[config.mk]
export PLATFORM = sky130hd
export DESIGN_NAME = rr_fifo_arbiter
export DESIGN_NICKNAME = d
export VERILOG_FILES = /design/src/rtl/rr_fifo_arbiter.sv
export SDC_FILE = /design/constraint.sdc
export NUM_CORES = 1
export LEC_CHECK = 0
export ABC_AREA = 1
export BUFFER_PORTS_ARGS = -buffer_cell sky130_fd_sc_hd__buf_2
export CORE_ASPECT_RATIO = 0.6
export CORE_MARGIN = 2
export CORE_UTILIZATION = 45
export CTS_CLUSTER_DIAMETER = 80
export CTS_CLUSTER_SIZE = 10
export DETAILED_ROUTE_END_ITERATION = 16
export PLACE_DENSITY = 0.74
export RECOVER_POWER = 50
export SYNTH_ARGS = -nofsm -noshare
export SYNTH_HDL_FRONTEND = slang
export SYNTH_SLANG_ARGS = --single-unit
[constraint.sdc]
create_clock -name clk -period 4.5 [get_ports clk]
set_input_delay 0.9 -clock clk [delete_from_list [all_inputs] [get_ports clk]]
set_output_delay 0.9 -clock clk [all_outputs]
set_load 0.03 [all_outputs]
[src/rtl/rr_fifo_arbiter.sv]
// Round-robin pop arbiter over four source FIFOs; routes each returned word to one of four
// destination FIFOs selected by the word's two class MSBs.
module rr_fifo_arbiter #(
  parameter int unsigned BITNUMBER    = 6,
  parameter int unsigned MAX_INFLIGHT = 3
) (
  input  logic                 clk,
  input  logic                 reset,
  input  logic [3:0]           fifo_empty,
  input  logic [3:0]           fifo_almost_empty,
  input  logic [3:0]           fifo_valid,
  input  logic [BITNUMBER-1:0] fifo_data0,
  input  logic [BITNUMBER-1:0] fifo_data1,
  input  logic [BITNUMBER-1:0] fifo_data2,
  input  logic [BITNUMBER-1:0] fifo_data3,
  input  logic [3:0]           dest_pause,
  output logic [3:0]           fifo_rd,
  output logic [BITNUMBER-1:0] data_out,
  output logic [3:0]           push,
  output logic [1:0]           state,
  output logic                 idle,
  output logic                 err_collision
);

  localparam int unsigned CntW = $clog2(MAX_INFLIGHT + 1);

  typedef enum logic [1:0] {
    StIdle   = 2'b00,
    StRun    = 2'b01,
    StPaused = 2'b10
  } state_e;

  state_e               state_q, state_d;
  logic [3:0]           fifo_rd_q, fifo_rd_d;
  logic [3:0]           push_q, push_d;
  logic [BITNUMBER-1:0] data_out_q, data_out_d;
  logic                 idle_q, idle_d;
  logic                 err_q, err_d;
  logic [1:0]           rr_ptr_q, rr_ptr_d;
  logic                 last_vld_q, last_vld_d;
  logic [1:0]           last_idx_q, last_idx_d;
  logic [CntW-1:0]      inflight_q, inflight_d;

  logic [3:0]           elig;
  logic                 pop_gate;
  logic [2:0]           grant;
  logic [2:0]           val_sel;
  logic [BITNUMBER-1:0] src_data [4];
  logic [BITNUMBER-1:0] sel_data;
  logic [1:0]           sel_cls;
  logic                 collision;

  // Returns {hit, index} of the first set bit of req, searching upward from ptr with wrap.
  function automatic logic [2:0] rr_pick(input logic [3:0] req, input logic [1:0] ptr);
    logic [2:0] res;
    logic [1:0] idx;
    res = 3'b000;
    for (int k = 3; k >= 0; k--) begin
      idx = ptr + 2'(k);
      if (req[idx]) res = {1'b1, idx};
    end
    return res;
  endfunction

  assign src_data[0] = fifo_data0;
  assign src_data[1] = fifo_data1;
  assign src_data[2] = fifo_data2;
  assign src_data[3] = fifo_data3;

  // The guard on the last popped source holds until its flags show the entry has drained
  // (empty) or more than one entry remains (almost_empty low).
  always_comb begin
    elig = '0;
    for (int i = 0; i < 4; i++) begin
      elig[i] = !fifo_empty[i] &&
                !(last_vld_q && (last_idx_q == 2'(i)) && fifo_almost_empty[i]);
    end
  end

  assign pop_gate  = (|dest_pause) || (inflight_q == CntW'(MAX_INFLIGHT));
  assign grant     = pop_gate ? 3'b000 : rr_pick(elig, rr_ptr_q);
  assign val_sel   = rr_pick(fifo_valid, 2'd0);
  assign sel_data  = src_data[val_sel[1:0]];
  assign sel_cls   = sel_data[BITNUMBER-1 -: 2];
  assign collision = (fifo_valid & (fifo_valid - 4'd1)) != 4'd0;

  always_comb begin
    fifo_rd_d  = 4'b0000;
    push_d     = 4'b0000;
    data_out_d = data_out_q;
    err_d      = err_q | collision;
    rr_ptr_d   = rr_ptr_q;
    last_vld_d = last_vld_q;
    last_idx_d = last_idx_q;
    inflight_d = inflight_q;
    state_d    = state_q;

    if (grant[2]) begin
      fifo_rd_d[grant[1:0]] = 1'b1;
      rr_ptr_d              = grant[1:0] + 2'd1;
      last_vld_d            = 1'b1;
      last_idx_d            = grant[1:0];
    end else if (last_vld_q &&
                 (fifo_empty[last_idx_q] || !fifo_almost_empty[last_idx_q])) begin
      last_vld_d = 1'b0;
    end

    if (val_sel[2]) begin
      data_out_d      = sel_data;
      push_d[sel_cls] = 1'b1;
    end

    // Pop and return in the same cycle cancel; a return with nothing counted is ignored.
    if (grant[2] && !val_sel[2]) begin
      inflight_d = inflight_q + CntW'(1);
    end else if (!grant[2] && val_sel[2] && (inflight_q != '0)) begin
      inflight_d = inflight_q - CntW'(1);
    end

    if (|dest_pause) begin
      state_d = StPaused;
    end else if ((&fifo_empty) && (inflight_q == '0)) begin
      state_d = StIdle;
    end else begin
      state_d = StRun;
    end
    idle_d = (state_d == StIdle);
  end

  always_ff @(posedge clk or negedge reset) begin
    if (!reset) begin
      state_q    <= StIdle;
      fifo_rd_q  <= 4'b0000;
      push_q     <= 4'b0000;
      data_out_q <= '0;
      idle_q     <= 1'b1;
      err_q      <= 1'b0;
      rr_ptr_q   <= 2'd0;
      last_vld_q <= 1'b0;
      last_idx_q <= 2'd0;
      inflight_q <= '0;
    end else begin
      state_q    <= state_d;
      fifo_rd_q  <= fifo_rd_d;
      push_q     <= push_d;
      data_out_q <= data_out_d;
      idle_q     <= idle_d;
      err_q      <= err_d;
      rr_ptr_q   <= rr_ptr_d;
      last_vld_q <= last_vld_d;
      last_idx_q <= last_idx_d;
      inflight_q <= inflight_d;
    end
  end

  assign fifo_rd       = fifo_rd_q;
  assign push          = push_q;
  assign data_out      = data_out_q;
  assign state         = state_q;
  assign idle          = idle_q;
  assign err_collision = err_q;

endmodule

Word level (Yosys, flattened, before mapping) --
Cells that the tools add are included.
Word-level totals: bits in registers 25, input port bits 42, output and inout port bits 18, word-level logic and storage cells 111
Cells by class: $add $sub $neg 7, magnitude comparators 10, equal/unequal tests 4, mux-type cells 36, bitwise gates (word level) 3, reductions and logical operators 41
Operator list (count):
- 3-bit two-way mux | 9
- 2-bit by 3-bit < comparator with 1-bit output, second input constant | 7
- 1-bit logical AND | 19
- 1-bit binary-select mux with 2-bit select | 6
- 6-bit binary-select mux with 2-bit select | 1
- 6-bit two-way mux | 2
- 1-bit logical NOT | 11
- 1-bit two-way mux | 11
- 4-bit two-way mux | 2
- 2-bit by 1-bit adder with 2-bit output, second input constant | 3
- 2-bit equality test, second input constant | 3
- 2-bit logical NOT | 3
- 2-bit two-way mux | 3
- 2-bit nonzero test | 3
- 2-bit adder, second input constant | 2
- 4-bit AND | 1
- 1-bit demux with 2-bit select | 2
- 2-bit by 1-bit >= comparator with 1-bit output, second input constant | 2
- 4-bit AND reduction | 1
- 4-bit nonzero test | 1
- 4-bit OR reduction | 1
- 4-bit by 1-bit subtractor with 4-bit output, second input constant | 1
- 3-bit >= comparator, second input constant | 1
- 2-bit NOT with 3-bit output | 1
- 4 further kinds | 5

Depth between registers and ports, before layout --
Gate-level depths: netlist (run 1).
word-level depth 17, mapped depth 18, gate-level depth less buffers 17

Worst setup path before layout (run 1) --
Ideal clock, no wire load.
kind input to register, start point input port fifo_almost_empty[0], end point register rr_ptr_q[1], setup time 0.121 ns, data arrival time 2.141 ns, data required time 4.379 ns, setup slack 2.238 ns, stages 16, path buffers 0, cell sequence inv_1 nor2_2 nand2_1 nand2_1 nand2_1 nand3_1 nand2_1 inv_1 nand2_1 nand2_1 nand2_1 nand2_1 nand2_1 ha_1 nor2_1 a21oi_2
On the way: cells in the longest elaborated chain, start to end 11, elaborated cells between the ends (all ways) 17, those cells by class 1 x add/sub; 13 x mux; 3 x reduce/logical
Ends and longest elaborated chain:
- from (decl) | RTL line 10 | input logic [3:0] fifo_almost_empty,
- 1-bit logical AND (*) | RTL line 76 | !(last_vld_q && (last_idx_q == 2'(i)) && fifo_almost_empty[i]);
- 1-bit logical NOT (*) | RTL line 76
- 1-bit logical AND (*) | RTL line 75 | elig[i] = !fifo_empty[i] &&
- 1-bit binary-select mux with 2-bit select | RTL line 60 | if (req[idx]) res = {1'b1, idx};
- 1-bit two-way mux (implied by the code) | RTL line 60
- 3-bit two-way mux (3 in series) | RTL line 60
- 3-bit two-way mux (*) | RTL line 60
- 3-bit two-way mux (*) | RTL line 81 | assign grant = pop_gate ? 3'b000 : rr_pick(elig, rr_ptr_q);
- 2-bit by 1-bit adder with 2-bit output | RTL line 100 | rr_ptr_d = grant[1:0] + 2'd1;
- to (signal assigned) | RTL line 149 | rr_ptr_q <= rr_ptr_d;
- to (decl) | RTL line 39 | logic [1:0] rr_ptr_q, rr_ptr_d;
Every way passes the cells marked *; elsewhere a longest branch is shown, timed or not. The select of a mux whose other input is x is not followed. A chain may end at the register's enable or synchronous reset.

Worst setup path after layout (run 1) --
start point input port fifo_almost_empty[2], end point register rr_ptr_q[1]
Same word-level chain as after synthesis.

==> results by group, run 1 <==
STA
  • Min cycle time layout: 2245 ps
  • Setup WS post-layout: 2255 ps
  • Setup Skew: 5.653 ps
  • Slew headroom: 0.1506
  • Hold slack final: 495.1 ps
  • Setup TNS: 0 ps
  • Period utilisation layout: 0.4989
  • Worst-Margin Slew: 1274 ps
  • Unrepaired setup endpoints after global routing: false
  • Final hold vios: 0
  • Max frequency: 445.4 MHz
  • Final setup violation count: 0
  • Count of pins over their slew limit: 0

Die
  • Io pins: 60
  • Row count: 16
  • Effective utilization at floorplan: 0.4771
  • Die ar.: 0.003984 sq mm
  • Core Region: 0.003283 sq mm
  • Die Ht: 49.70 um
  • Die X: 80.17 um

GRT
  • Gr ovfl total: 0
  • Total Routing Usage GR: 0.1905
  • Largest net degree at the start of global routing: 26
  • Vias in the first global route: 1417
  • Antenna violations before repair: 0
  • First-pass GRT wire length: 6.058 mm

Logic synthesis
  • Yosys cell types: 28
  • Area leader, netlist: dfrtp_1
  • Yosys reg bits: 25
  • Synthesized Nets: 267
  • Synth Warn #: 0
  • Post-synthesis sequential area ratio: 0.4002
  • Avg Synthesized Cell Area: 7.088 sq um
  • Cells after Synth: 221
  • Top cell type's share of synthesized area: 0.3834
  • Netlist Area Pre-Place: 0.001567 sq mm
  • Largest cells by area after synthesis: dfrtp_1, nand2_1, nor2_1, inv_1, nand3_1

Place
  • Port-buffer cells: 59
  • Worst slack, placed: 1976 ps
  • HPWL Detailed: 2.729 mm
  • Post-DP Area: 0.001871 sq mm
  • GP Congestion: 0.8306
  • Placed Cells: 319

Clock network
  • H-tree lvl count: 1
  • CTS Buf Count: 3
  • Clk pin slew, worst setup/hold paths: 90 ps
  • CTS resizes: 0
  • Post-CTS setup buffer count: 0
  • Worst-Skew Late Latency: 260 ps
  • CTS tree: done
  • Cts hold-fix bufs: 0
  • Root buffer cell: clkbuf_8
  • Num Clock Sinks: 25
  • Clk buf depth: 2

Cells and area
  • Final-stage net count: 325
  • Fin cells: 323
  • Fillers: 320
  • Inserted Diodes: 0
  • Most frequent cells in the layout: nand2_1, buf_2, nor2_1
  • Proportion of layout cells with a drive suffix above 1: 0.2914
  • Fin util: 0.5819
  • Final instance area: 0.001911 sq mm
  • Area grow syn2layout: 21.96%
  • Most common cell after layout, fill and taps aside: nand2_1

Detailed routing
  • Remaining antenna violation count: 0
  • DRT iter0 DRCs: 71
  • DR vias/cell: 4.669
  • Wire per inst: 10.48 um
  • # DRC: 0
  • TritonRoute pass-1 iters: 4
  • Vias: 1508
  • Post-Route WL: 3.386 mm

Worst setup path
  • Crit Reg-Reg Startpoint: last_idx_q[0]
  • Crit-path max FO: 4
  • Crit path cell chain: buf_2, inv_1, nor2_2, nand2_1, nand3_1, nand2_1, nand2_1, nand2_1, inv_1, nand2_1, nand3_1, nand2_1, nand2_1, ha_1, nor2_1, a21oi_2
  • Cell mode on critical path: nand2_1
  • Critical path data required time: 4660 ps
  • Worst r2r path cells: 16
  • Worst R2R End: rr_ptr_q[1]
  • Startpoint Class: primary input
  • Setup crit end kind: register
  • CP arrival: 2400 ps
  • Crit path kind: primary input to register
  • Setup slack, reg-to-reg: 2410 ps
  • Slowest cell on the critical path: ha_1
  • Max incr delay on CP: 320 ps

Min path
  • WHS Endpoint: data_out[5]
  • Hold path start: data_out[5]
  • Worst min path class: register to register
  • Hold Path Stages: 2

Power and ir drop
  • Int Power: 439.5 uW
  • Power Density: 401.0 mW/mm^2
  • Seq pwr share: 0.395
  • Worst-case vdd ir drop: 0.2041 mV
  • Sw frac: 0.4262
  • Clk pwr share: 0.170
  • NetSw: 326.5 uW
  • Pleak: 1.105 nW
  • Comb pwr share: 0.435
  • Pwr Total: 766.1 uW

Run
  • Max_cap viols: 0

Run status
  • Status: complete, no violations
-- layer usage --
layer,wire [um],vias up,share of wire,track usage
met3,162,0,0.048,0.05311
met1,1879,671,0.55,0.2787
met5,0,-,0,0
li1,-,800,-,-
met4,0,0,0,0
met2,1345,37,0.40,0.3014
-- how the worst max path moves through the flow --
| stage | from | endpoint |
|---|---|---|
| global placement | fifo_almost_empty[0] | rr_ptr_q[1] |
| detailed placement | fifo_almost_empty[0] | rr_ptr_q[1] |
| finish | fifo_almost_empty[2] | rr_ptr_q[1] |
| global route | fifo_almost_empty[2] | rr_ptr_q[1] |
| CTS | fifo_almost_empty[0] | rr_ptr_q[1] |
| floorplan | fifo_almost_empty[0] | rr_ptr_q[1] |
-- worst max-delay path: cells and delay by family --
| family | cells | cell delay [ps] |
|---|---|---|
| AOI/OAI and AO/OA | 1 | 40 |
| buffers and inverters | 3 | 180 |
| adders and majority gates | 1 | 320 |
| and+or+nand+nor | 11 | 960 |
-- sequential cells by signal (all words and copies together), names as in the netlist --
register       count
state              2
err_collision      1
last_vld_q         1
rr_ptr_q           2
data_out           6
fifo_rd            4
push               4
last_idx_q         2
inflight_q         2
idle               1
-- cell usage after synthesis --
cell type	number
o21ai_2	1
dfstp_2	1
a21oi_2	1
nand3_1	12
ha_1	4
o21bai_1	2
nor2_4	1
buf_2	2
inv_2	5
nor2_2	4
or2_2	1
nor2_1	36
a221oi_1	1
o211ai_1	3
a21oi_1	4
nor3_1	1
clkbuf_1	1
o21ai_0	11
dfrtp_1	24
a31oi_2	1
nand3_2	1
buf_6	3
nor4_1	1
inv_1	26
nand2_2	9
a31oi_1	4
nand2_1	60
xor2_1	1
-- cells by family after synthesis --
logic type,count (synthesis),share of synthesized area
adder cells (fa/ha/maj),4,0.03195
XOR/XNOR,1,0.005592
AND/OR/NAND/NOR,126,0.3450
flip-flops,25,0.4002
buffers and inverters,37,0.1046
AO/OA/AOI/OAI,28,0.1126
-- power groups by stage --
stage | sequential, mW | combinational [mW] | clock, mW
floorplan | 0.309 | 0.271 | 0
finish | 0.303 | 0.333 | 0.130
global placement | 0.307 | 0.332 | 0
global route | 0.310 | 0.385 | 0.148
CTS | 0.303 | 0.334 | 0.137
detailed placement | 0.307 | 0.332 | 0
-- area by class of cell --
class | instances | area, sq um | area share
Multi-Input combinational cell | 159 | 775.7 | 0.4060
Sequential cell | 25 | 626.9 | 0.3281
Timing Repair Buffer | 59 | 286.5 | 0.1500
Inverter | 31 | 116.4 | 0.06090
Tap cell | 45 | 56.30 | 0.02947
Clock buffer | 3 | 41.29 | 0.02161
Clock inverter | 1 | 7.507 | 0.003929
No activity file was read; power rests on OpenSTA's default activity.
==> run 2, diff against run 1 <==
CORE_UTILIZATION = 44   (was 45)
PLACE_DENSITY = 0.76   (was 0.74)
clock period = 2.05 ns   (was 4.5 ns; I/O delays follow)
==> run 2 against run 1 <==
Clock skew down 0.99 ps. Register-to-register slack worse by 2300 ps. Final area up 6.3%. Hold slack worse by 100 ps. Sequential share of layout area down 1.8 points. Clock power up 130%. Combinational power rose to 2.6 times the previous value. Largest power group unchanged.
==> results by group, run 2 (same netlist as run 1, synthesis figures left out) <==
Detailed routing
  • Remaining antenna violation count: 0 (unchanged)
  • Post-Route WL: 3.813 mm (+13%)
  • Wire per inst: 11.55 um (+10%)
  • # DRC: 0 (unchanged)
  • DRT iter0 DRCs: 52 (-27%)
  • TritonRoute pass-1 iters: 4 (unchanged)
  • DR vias/cell: 4.727 (+1.3%)
  • Vias: 1560 (+3.4%)

Worst setup path
  • Crit-path max FO: 6 (+2)
  • Slowest cell on the critical path: dfrtp_2
  • Crit-path leading delay family: simple AND/OR/NAND/NOR gates
  • Cell mode on critical path: nand2_2
  • Crit Reg-Reg Startpoint: last_idx_q[0]
  • Setup crit start: last_idx_q[0]
  • Worst R2R End: rr_ptr_q[1]
  • Worst Setup EP: rr_ptr_q[1]
  • CP Buf/Inv Count: 1 (-2)
  • Max incr delay on CP: 490 ps (+170 ps)
  • Setup slack, reg-to-reg: 90 ps (-2320 ps)
  • Crit path cell chain: nand2_2, inv_2, nand2_2, nand3_1, nand2_2, nand2_1, nand2_2, nand2_1, nand2_1, nand2_1, nand2_2, nand2_4, ha_4, nor2_2, a21oi_2
  • CP arrival: 2110 ps (-290 ps)
  • Critical path data required time: 2210 ps (-2450 ps)
  • Crit path kind: register to register
  • Startpoint Class: register
  • Critical path depth: 15 (-1)
  • Setup crit end kind: register
  • Worst r2r path cells: 15 (-1)

Clock network
  • Root buffer cell: clkbuf_8
  • Clk buf depth: 2 (unchanged)
  • CTS Buf Count: 3 (unchanged)
  • Worst-Skew Late Latency: 270 ps (about the same)
  • Clk pin slew, worst setup/hold paths: 90 ps (about the same)
  • H-tree lvl count: 1 (unchanged)
  • CTS tree: done
  • Num Clock Sinks: 25 (unchanged)
  • Cts hold-fix bufs: 0 (unchanged)

STA
  • Final setup violation count: 0 (unchanged)
  • Hold slack final: 394.6 ps (-100.5 ps)
  • Setup Skew: 4.663 ps (-0.9894 ps)
  • Max frequency: 511.0 MHz
  • Worst-Margin Slew: 1350 ps (+75.57 ps)
  • Slew headroom: 0.1002 (-0.05038)
  • Final hold vios: 0 (unchanged)
  • Min cycle time layout: 1957 ps
  • Count of pins over their slew limit: 0 (unchanged)
  • Setup WS post-layout: 93.18 ps (-2162 ps)
  • Unrepaired setup endpoints after global routing: true
  • Period utilisation layout: 0.9545

Place
  • Port-buffer cells: 59 (unchanged)
  • Worst slack, placed: -67.44 ps (-2044 ps)
  • Placed Cells: 324 (+1.6%)
  • GP Congestion: 0.8332 (+0.31%)
  • HPWL Detailed: 2.890 mm (+5.9%)

GRT
  • Total Routing Usage GR: 0.1891 (-0.001397)
  • Vias in the first global route: 1418 (+0.071%)
  • Largest net degree at the start of global routing: 26 (unchanged)
  • Gr ovfl total: 0 (unchanged)
  • Antenna violations before repair: 0 (unchanged)
  • GRT Max-Usage Layer: met2
  • Met1 usage: 0.2599 (-0.01886)
  • First-pass GRT wire length: 6.030 mm (-0.46%)
  • Met3 Use GR: 0.05216 (-0.0009553)
  • Met2 usage: 0.3030 (+0.001641)

Die
  • Row count: 16 (unchanged)
  • Io pins: 60 (unchanged)
  • Effective utilization at floorplan: 0.4714 (-0.005749)
  • Die ar.: 0.004069 sq mm (+2.1%)
  • Die X: 81.03 um (+1.1%)
  • Die Ht: 50.22 um (+1.0%)
  • Core Region: 0.003323 sq mm (+1.2%)

Cells and area
  • Most common cell after layout, fill and taps aside: buf_2
  • Fin cells: 330 (+2.2%)
  • Most frequent cells in the layout: buf_2, nand2_1, nor2_1
  • Fillers: 317 (-0.94%)
  • Proportion of layout cells with a drive suffix above 1: 0.3684 (+0.07705)
  • Area of the multi-input gates: 843.3 sq um (+8.7%)
  • Register Area: 629.4 sq um (+0.40%)
  • Max FFs per register: 6 (unchanged)
  • Inserted Diodes: 0 (unchanged)
  • Area grow syn2layout: 29.63%
  • Final-stage net count: 332 (+2.2%)

Power and ir drop
  • Power Density: 915.0 mW/mm^2 (+130%)
  • Worst-case vdd ir drop: 0.4522 mV (+120%)
  • Pwr Total: 1.858 mW (+140%)
  • Pleak: 1.160 nW (+4.9%)

Min path
  • Hold path start: fifo_valid[1]
  • Worst min path class: primary input to register

Run status
  • Status: complete, no violations

Run
  • Max_cap viols: 0 (unchanged)
[run 2: worst min-delay path by stage]
stage,endpoint,cells after the start,slack [ps]
6_report,err_collision,3,390
5_1_grt,err_collision,3,410
4_1_cts,data_out[1],1,130
3_5_place_dp,data_out[1],1,430
3_3_place_gp,data_out[1],1,420
2_1_floorplan,data_out[0],0,110
[run 2: routing by layer]
metal,wire length [um],vias to the layer above
met4,13,0
li1,-,812
met5,0,-
met3,214,2
met2,1682,42
met1,1902,704
[run 2: what timing repair did]
item,CTS,global route
pin swaps,0,3
resized for setup,2,18
cloned,0,0
setup endpoints to repair,1,5
endpoints found under the hold margin,0,0
buffers inserted,1,1
[run 2: cell type report]
class	instances	share of cell area
inverters	31	0.05730
flip-flops and latches	25	0.3099
repair buffers	66	0.1676
clock buffers	4	0.02218
multi-input cells	159	0.4153
well taps	45	0.02773
[run 2: power breakdown]
part | switching, mW | internal (mW)
registers | 0.112 | 0.576
logic | 0.559 | 0.318
clock network | 0.155 | 0.139
[run 2: worst min-delay path, stage by stage]
cell	delay, ps
buf_2	100
a221oi_1	60
o21ai_0	60
[run 2: stage by stage]
| stage | util | area (sq um) | setup TNS, ps |
|---|---|---|---|
| finish | 0.6111 | 2031 | 0 |
| global route | 0.6111 | 2031 | -142.3 |
| CTS | 0.5911 | 1964 | 0 |
| detailed placement | 0.5742 | 1908 | -67.44 |
| global placement | 0.5742 | 1908 | 0 |
| floorplan | - | 1567 | 0 |
==> run 3, diff against run 2 <==
==> constraint.sdc (replaced) <==
create_clock -name clk -period 2.05 [get_ports clk]
set_input_delay 0.205 -clock clk [delete_from_list [all_inputs] [get_ports clk]]
set_output_delay 0.205 -clock clk [all_outputs]
set_load 0.03 [all_outputs]
==> run 3 against run 2 <==
Power down 1.8%. Cell count up 0.61%. Clock-buffer cell count unchanged. Clock skew about the same. Wire length down 6.0%. Die area unchanged. Final area up 0.80%. Hold slack worse by 210 ps. Non-clock buffer count up 2.
==> results by group, run 3 (same netlist as run 1, synthesis figures left out) <==
Clock network
  • Clk pin slew, worst setup/hold paths: 80 ps (about the same)
  • Root buffer cell: clkbuf_8
  • Worst-Skew Late Latency: 270 ps (about the same)
  • Clk buf depth: 2 (unchanged)
  • H-tree lvl count: 1 (unchanged)
  • Num Clock Sinks: 25 (unchanged)
  • CTS tree: done
  • CTS Buf Count: 3 (unchanged)

Cells and area
  • Fin cells: 332 (+0.61%)
  • Final instance area: 0.002047 sq mm (+0.80%)
  • Fillers: 321 (+1.3%)
  • Most common cell after layout, fill and taps aside: buf_2
  • Register Area: 629.4 sq um (unchanged)
  • Fin util: 0.6160 (+0.004895)
  • Final-stage net count: 334 (+0.60%)
  • Most frequent cells in the layout: buf_2, nand2_1, nor2_1
  • Proportion of layout cells with a drive suffix above 1: 0.3693 (+0.0009169)
  • Area grow syn2layout: 30.67%
  • Max FFs per register: 6 (unchanged)
  • Area of the multi-input gates: 835.8 sq um (-0.89%)
  • Inserted Diodes: 0 (unchanged)

Die
  • Io pins: 60 (unchanged)
  • Die Ht: 50.22 um (unchanged)
  • Die X: 81.03 um (unchanged)
  • Die ar.: 0.004069 sq mm (unchanged)
  • Effective utilization at floorplan: 0.4714 (unchanged)
  • Row count: 16 (unchanged)
  • Core Region: 0.003323 sq mm (unchanged)

Power and ir drop
  • Pwr Total: 1.825 mW (-1.8%)
  • Clk pwr share: 0.157 (about the same)
  • Seq pwr share: 0.372 (+0.002)
  • Power Density: 891.7 mW/mm^2 (-2.5%)
  • Pleak: 1.171 nW (+0.99%)
  • Worst-case vdd ir drop: 0.3690 mV (-18%)
  • NetSw: 784.0 uW (-5.0%)
  • Int Power: 1.041 mW (+0.81%)
  • Comb pwr share: 0.470 (-0.002)
  • Sw frac: 0.4295 (-0.01459)

GRT
  • Largest net degree at the start of global routing: 26 (unchanged)
  • Vias in the first global route: 1428 (+0.71%)
  • Antenna violations before repair: 0 (unchanged)
  • Total Routing Usage GR: 0.1889 (about the same)
  • First-pass GRT wire length: 6.141 mm (+1.8%)
  • Gr ovfl total: 0 (unchanged)

Detailed routing
  • # DRC: 0 (unchanged)
  • DR vias/cell: 4.702 (-0.54%)
  • TritonRoute pass-1 iters: 4 (unchanged)
  • Wire per inst: 10.80 um (-6.6%)
  • Post-Route WL: 3.584 mm (-6.0%)
  • Vias: 1561 (+0.064%)
  • DRT iter0 DRCs: 97 (+87%)
  • Remaining antenna violation count: 0 (unchanged)

STA
  • Max frequency: 530.7 MHz (+3.9%)
  • Setup TNS: 0 ps (unchanged)
  • Count of pins over their slew limit: 0 (unchanged)
  • Hold slack final: 186.9 ps (-207.7 ps)
  • Final hold vios: 0 (unchanged)
  • Final setup violation count: 0 (unchanged)
  • Setup WS post-layout: 165.7 ps (+72.57 ps)
  • Period utilisation layout: 0.9191 (-0.03540)
  • Slew headroom: 0.1283 (+0.02812)
  • Min cycle time layout: 1884 ps (-72.57 ps)
  • Setup Skew: 4.585 ps (-0.07855 ps)
  • Worst-Margin Slew: 1308 ps (-42.17 ps)

Worst setup path
  • Crit-path max FO: 4 (-2)
  • CP arrival: 2040 ps (-70 ps)
  • Setup slack, reg-to-reg: 170 ps (+70 ps)
  • Crit path kind: register to register
  • Setup crit start: last_idx_q[1]
  • Startpoint Class: register
  • Crit Reg-Reg Startpoint: last_idx_q[1]
  • Setup crit end kind: register
  • Critical path data required time: 2210 ps (about the same)

Run status
  • Status: complete, no violations

Place
  • Worst slack, placed: -12.22 ps (+55.21 ps)
  • GP Congestion: 0.8701 (+4.4%)
  • Post-DP Area: 0.001901 sq mm (-0.39%)
  • Port-buffer cells: 59 (unchanged)
  • Placed Cells: 323 (-0.31%)
  • HPWL Detailed: 2.770 mm (-4.2%)

Run
  • Max_cap viols: 0 (unchanged)

Min path
  • Worst min path class: primary input to register
  • Hold path start: dest_pause[0]
[run 3: power groups by stage]
stage / sequential [mW] / combinational (mW) / clock, mW
CTS: 0.668 / 0.748 / 0.297
floorplan: 0.679 / 0.594 / 0
global placement: 0.674 / 0.731 / 0
detailed placement: 0.674 / 0.743 / 0
finish: 0.679 / 0.859 / 0.287
global route: 0.695 / 0.972 / 0.314
[run 3: area by class of cell]
class / count / area share
clock buffers: 4 / 0.02200
inverters: 31 / 0.05685
multi-input cells: 159 / 0.4083
flip-flops and latches: 25 / 0.3075
well taps: 45 / 0.02751
repair buffers: 68 / 0.1779
[run 3: critical path, stage by stage (launching register included)]
cell and delay [ps]:
dfrtp_1 420, nand2_1 70, inv_1 100, nand2_2 80
nand3_1 80, nand2_2 70, nand2_1 80, nand2_1 50
inv_1 60, nand2_1 70, nand2_1 60, nand2_1 60
nand2_2 80, nand2_2 90, ha_4 270, nor2_2 110
a21oi_2 30
[run 3: path summary, 6_finish.rpt]
path / end / cells past startpoint
min: state[1] / 3
min in group asynchronous: last_idx_q[1] / 2
max reg2reg: rr_ptr_q[1] / 16
max: rr_ptr_q[1] / 16
min reg2reg: data_out[5] / 2
max in group asynchronous: rr_ptr_q[0] / 2
[run 3: timing repair]
item                       in CTS  in global routing
setup buffers                   0                  4
gates resized for setup         1                 17
hold endpoints to repair       24                  0
setup endpoints to repair       1                  5
hold buffers                    1                  0
pin swaps                       0                  2
[run 3: metal layers]
metal | global-route usage | vias up | wire length, um
li1 | - | 819 | -
met1 | 0.2755 | 698 | 1897
met2 | 0.2948 | 44 | 1462
met3 | 0.04676 | 0 | 225
met4 | 0.01695 | 0 | 0
met5 | 0 | - | 0
